[src/rtl/br_mask_ctrl_pkg.sv]
// Shared project defines: branch-stack depth, rename widths and the branch-mask type.
package br_mask_ctrl_pkg;

   localparam int unsigned BR_NUM   = 4;
   localparam int unsigned MAP_W    = 6;
   localparam int unsigned FL_W     = 6;
   localparam int unsigned BR_CNT_W = $clog2(BR_NUM + 1);

   typedef logic [BR_NUM-1:0] br_mask_t;

endpackage

[src/rtl/br_first_zero_enc.sv]
// Lowest-index zero finder: one-hot position of the first clear bit, or none when all set.
module br_first_zero_enc #(
   parameter int unsigned W = 4
) (
   input  logic [W-1:0] vec,
   output logic [W-1:0] onehot,
   output logic         none
);

   always_comb begin
      onehot = '0;
      none   = 1'b1;
      for (int i = 0; i < W; i++) begin
         if (none && !vec[i]) begin
            onehot[i] = 1'b1;
            none      = 1'b0;
         end
      end
   end

endmodule

[src/rtl/br_mask_ctrl.sv]
// Branch-mask controller: allocates checkpoint tags, frees them on correct resolve,
// and drives checkpoint recovery and younger-branch squash on mispredict.
module br_mask_ctrl #(
   parameter int unsigned BR_NUM = br_mask_ctrl_pkg::BR_NUM
) (
   input  logic                         clk,
   input  logic                         rst,
   input  logic                         dispatch_br_i,
   input  logic                         br_rs_valid_i,
   input  logic [BR_NUM-1:0]            br_rs_tag_i,
   input  logic                         br_rs_wrong_i,
   input  logic [BR_NUM-1:0]            br_rs_dep_mask_i,
   output logic [BR_NUM-1:0]            cur_mask_o,
   output logic [BR_NUM-1:0]            new_tag_o,
   output logic                         full_o,
   output logic                         rc_valid_o,
   output logic [BR_NUM-1:0]            rc_sel_o,
   output logic [BR_NUM-1:0]            squash_mask_o,
   output logic [$clog2(BR_NUM+1)-1:0]  br_cnt_o
);

   localparam int unsigned CNT_W = $clog2(BR_NUM + 1);

   logic [BR_NUM-1:0] mask_q;
   logic [BR_NUM-1:0] mask_d;
   logic [BR_NUM-1:0] grant_q;
   logic [BR_NUM-1:0] prev_q;
   logic [BR_NUM-1:0] clr;
   logic [BR_NUM-1:0] avail;
   logic [BR_NUM-1:0] fz_onehot;
   logic              fz_none;
   logic              hit;
   logic [CNT_W-1:0]  cnt;

   // A resolve only counts when its tag is still live
   assign hit        = |(br_rs_tag_i & mask_q);
   assign rc_valid_o = ~rst & br_rs_valid_i & br_rs_wrong_i & hit;
   assign clr        = (br_rs_valid_i & ~br_rs_wrong_i & hit) ? br_rs_tag_i : '0;
   assign avail      = mask_q & ~clr;

   br_first_zero_enc #(.W(BR_NUM)) u_first_zero (
      .vec    (avail),
      .onehot (fz_onehot),
      .none   (fz_none)
   );

   assign new_tag_o = (dispatch_br_i & ~full_o & ~rc_valid_o & ~rst & ~fz_none)
                      ? fz_onehot : '0;

   assign rc_sel_o      = rc_valid_o ? br_rs_tag_i : '0;
   assign squash_mask_o = rc_valid_o ? (mask_q & ~br_rs_dep_mask_i) : '0;

   // Recovery restores the mispredicted branch's dependency view; otherwise free then grant
   assign mask_d = rc_valid_o ? (br_rs_dep_mask_i & mask_q) : (avail | new_tag_o);

   always_ff @(posedge clk) begin
      if (rst) begin
         mask_q  <= '0;
         grant_q <= '0;
         prev_q  <= '0;
      end else begin
         mask_q  <= mask_d;
         grant_q <= new_tag_o;
         prev_q  <= mask_q;
         assert ($onehot0(mask_q & ~prev_q));
         assert ((mask_q & ~prev_q & ~grant_q) == '0);
      end
   end

   always_comb begin
      cnt = '0;
      for (int i = 0; i < BR_NUM; i++) begin
         cnt = cnt + CNT_W'(mask_q[i]);
      end
   end

   assign cur_mask_o = mask_q;
   assign full_o     = &mask_q;
   assign br_cnt_o   = cnt;

endmodule
[config.mk]
export PLATFORM = sky130hd
export DESIGN_NAME = br_mask_ctrl
export DESIGN_NICKNAME = d
export VERILOG_FILES = /design/src/rtl/br_mask_ctrl_pkg.sv /design/src/rtl/br_first_zero_enc.sv /design/src/rtl/br_mask_ctrl.sv
export SDC_FILE = /design/constraint.sdc
export NUM_CORES = 1
export LEC_CHECK = 0
export CORE_AREA = 4 4 41 43
export CTS_CLUSTER_SIZE = 24
export DETAILED_ROUTE_END_ITERATION = 12
export DIE_AREA = 0 0 45 47
export PLACE_DENSITY = 0.8
export SYNTH_ARGS = -nofsm -noshare
export SYNTH_HDL_FRONTEND = slang
export SYNTH_SLANG_ARGS = --single-unit
[constraint.sdc]
create_clock -name clk -period 4.6 [get_ports clk]
set_input_delay 1.15 -clock clk [delete_from_list [all_inputs] [get_ports clk]]
set_output_delay 1.15 -clock clk [all_outputs]
set_load 0.1 [all_outputs]
==> impl_metrics.toml <==
[floorplanning]
die_x_um = 45
fp.dieH_um = 47
start_util_pct = 33.85
ios = 34
rows = 13
dieArea_um2 = 2115
core_area_um2 = 1301

[grt]
grt_overflow = 0
antenna_found_initial = 0
grt_pass1_vias = 576
grt_max_degree = 11
grt_pass1_wl_um = 2684
grtUsageTotal_pct = 17.47

[synthesis]
synthAdderAreaFrac_pct = 13.07
synthXorXnorAreaFrac_pct = 0
yosysSeqAreaShare_pct = 18.18
synth_top_family_by_area = "simple AND/OR/NAND/NOR gates"
synth_cell_types = 24
synth_mux_area_share_pct = 0
synthesis.area_um2 = 440.4
yosys_register_bits = 4
synth.yosys.warnings = 0
yosysTopAreaCellShare_pct = 18.18
synth.area.top_cells = "dfxtp_1, nor3_1, ha_1"
synth-simple-area-share_pct = 33.81
async_reset_ff_share_pct = 0
syn_inst = 57
synth_compound_area_share_pct = 25.57
syn_avg_cell_area_um2 = 7.727
synth_edf_count = 0
synth_top_cell_by_area = "dfxtp_1"
syn_nets = 74
ys.flop_type = "dfxtp_1"

[cts]
cts_htree_levels = 1
cts_tree = "done"
path_clk_slew_ns = 0.04
post_cts_resized = 0
clockBufferDepth = 2
post_cts_buffers = 0
numCtsBuffers = 3
ctsHoldBuffers = 0
clk_root_buffer_cell = "clkbuf_4"
clk_latency_ns = 0.24
cts_sinks = 4

[placed_design]
place_congestion = 0.7874
dp_hpwl_um = 1309
io_buffers = 33
placed_area_um2 = 915.9

[power_and_ir_drop]
powerDensity_nw_per_um2 = 161.5
vdd_drop_max_uv = 102.5
power_leakage_nw = 0.3746
total_power_uw = 151.6

[route]
vias = 589
first_iter_violations = 20
post_drt_wl_per_cell_um = 15.22
first_pass_iters = 4
drc = 0
wl_um = 1629
ant_nets = 0
viasPerCell = 5.505

[sta]
skew_ns = 0.001969
worst_pin_slew_ns = 0.9788
slew_violations = 0
fin_crit_ns = 4.112
timing.final.hold_violations = 0
relSlewSlack_pct = 34.54
max_freq_ghz = 0.2432
fin_crit_sh_pct = 89.40
final-setup-viol-count = 0
rsz0062_at_grt = "no"

[critical_path]
path_max_fanout = 10
end_kind = "output port"
crit_type = "input pin to output port"
startpoint_type = "input pin"
cp.arrival_ns = 2.96
worstPathRequired_ns = 3.45
rrSetupSlack_ns = 2.97

[worst_hold_path]
hp-class = "flip-flop to flip-flop"

[layout]
insertedDiodeCount = 0
design_area_um2 = 938.4
area_delta_synth_final_pct = 113.1
nFillCells = 103
drive_above_1_share_pct = 28.26
final_common_cell = "clkdlybuf4s50_1"
largest_register_ffs = 4
nNetsFinal = 111
layout.cells.most_common_list = "clkdlybuf4s50_1, buf_12, nor3_1"

[job]
max-cap-violations = 0

[run_status]
outcome = "finished, final reports clean"
cell type report:
| type | instances | area, µm² | share of cell area [%] |
|---|---|---|---|
| timing repair buffer | 33 | 452.9 | 48.27 |
| sequential | 4 | 80.08 | 8.533 |
| tap | 15 | 18.77 | 2.000 |
| multi-input combinational | 46 | 334.1 | 35.60 |
| clock buffer | 3 | 22.52 | 2.400 |
| inverter | 6 | 30.03 | 3.200 |
per-stage QoR:
stage          utilization [%]  hold WS, ns  instances  setup TNS (ns)  setup WS [ns]
2_1_floorplan                -       0.9951         57         -0.8411        -0.2804
3_3_place_gp             70.38       0.5601        104               0         0.5595
3_5_place_dp             70.38       0.5684        104               0         0.5101
4_1_cts                  72.12       0.6061        107               0         0.4912
5_1_grt                  72.12       0.6506        107               0         0.3993
6_report                 72.12       0.6085        107               0         0.4875
cell families after synthesis:
kind of cell / after synthesis
fa+ha+maj: 4
simple gates: 28
flops: 4
compound gates: 14
buf+inv: 7
path summary, 6_finish.rpt:
path | start | to | cells past startpoint
worst min register to register | cur_mask_o[1] | cur_mask_o[1] | 2
worst max-delay path | br_rs_tag_i[2] | new_tag_o[1] | 6
worst min-delay path | cur_mask_o[1] | cur_mask_o[1] | 2
worst max register to register | cur_mask_o[2] | cur_mask_o[0] | 5
layer usage:
metal | track usage [%] | wire length, µm | up-vias
li1 | - | - | 275
met1 | 22.32 | 654 | 278
met2 | 28.81 | 817 | 34
met3 | 5.747 | 152 | 2
met4 | 3.509 | 5 | 0
met5 | 0 | 0 | -
Yosys cell counts (2+ instances only):
cell type and n:
nor3b_1 2, a21oi_1 6, nor3_1 8, ha_1 3, nand2_1 6, nor2_1 3
inv_1 5, a22oi_1 2, dfxtp_1 4, a211oi_1 2, and2_1 3
where the power goes:
| group | internal (mW) | total (mW) | switching (mW) |
|---|---|---|---|
| sequential | 0.0362 | 0.0384 | 0.00226 |
| clock | 0.0293 | 0.0453 | 0.0160 |
| combinational | 0.0232 | 0.0679 | 0.0447 |
| total | 0.0887 | 0.152 | 0.0629 |
worst max-delay path, stage by stage:
cell,delay (ns)
clkdlybuf4s50_1,0.47
a22oi_1,0.22
a211o_1,0.44
nand2_1,0.16
nor3b_2,0.30
buf_12,0.21
No activity file was read; power rests on OpenSTA's default activity.
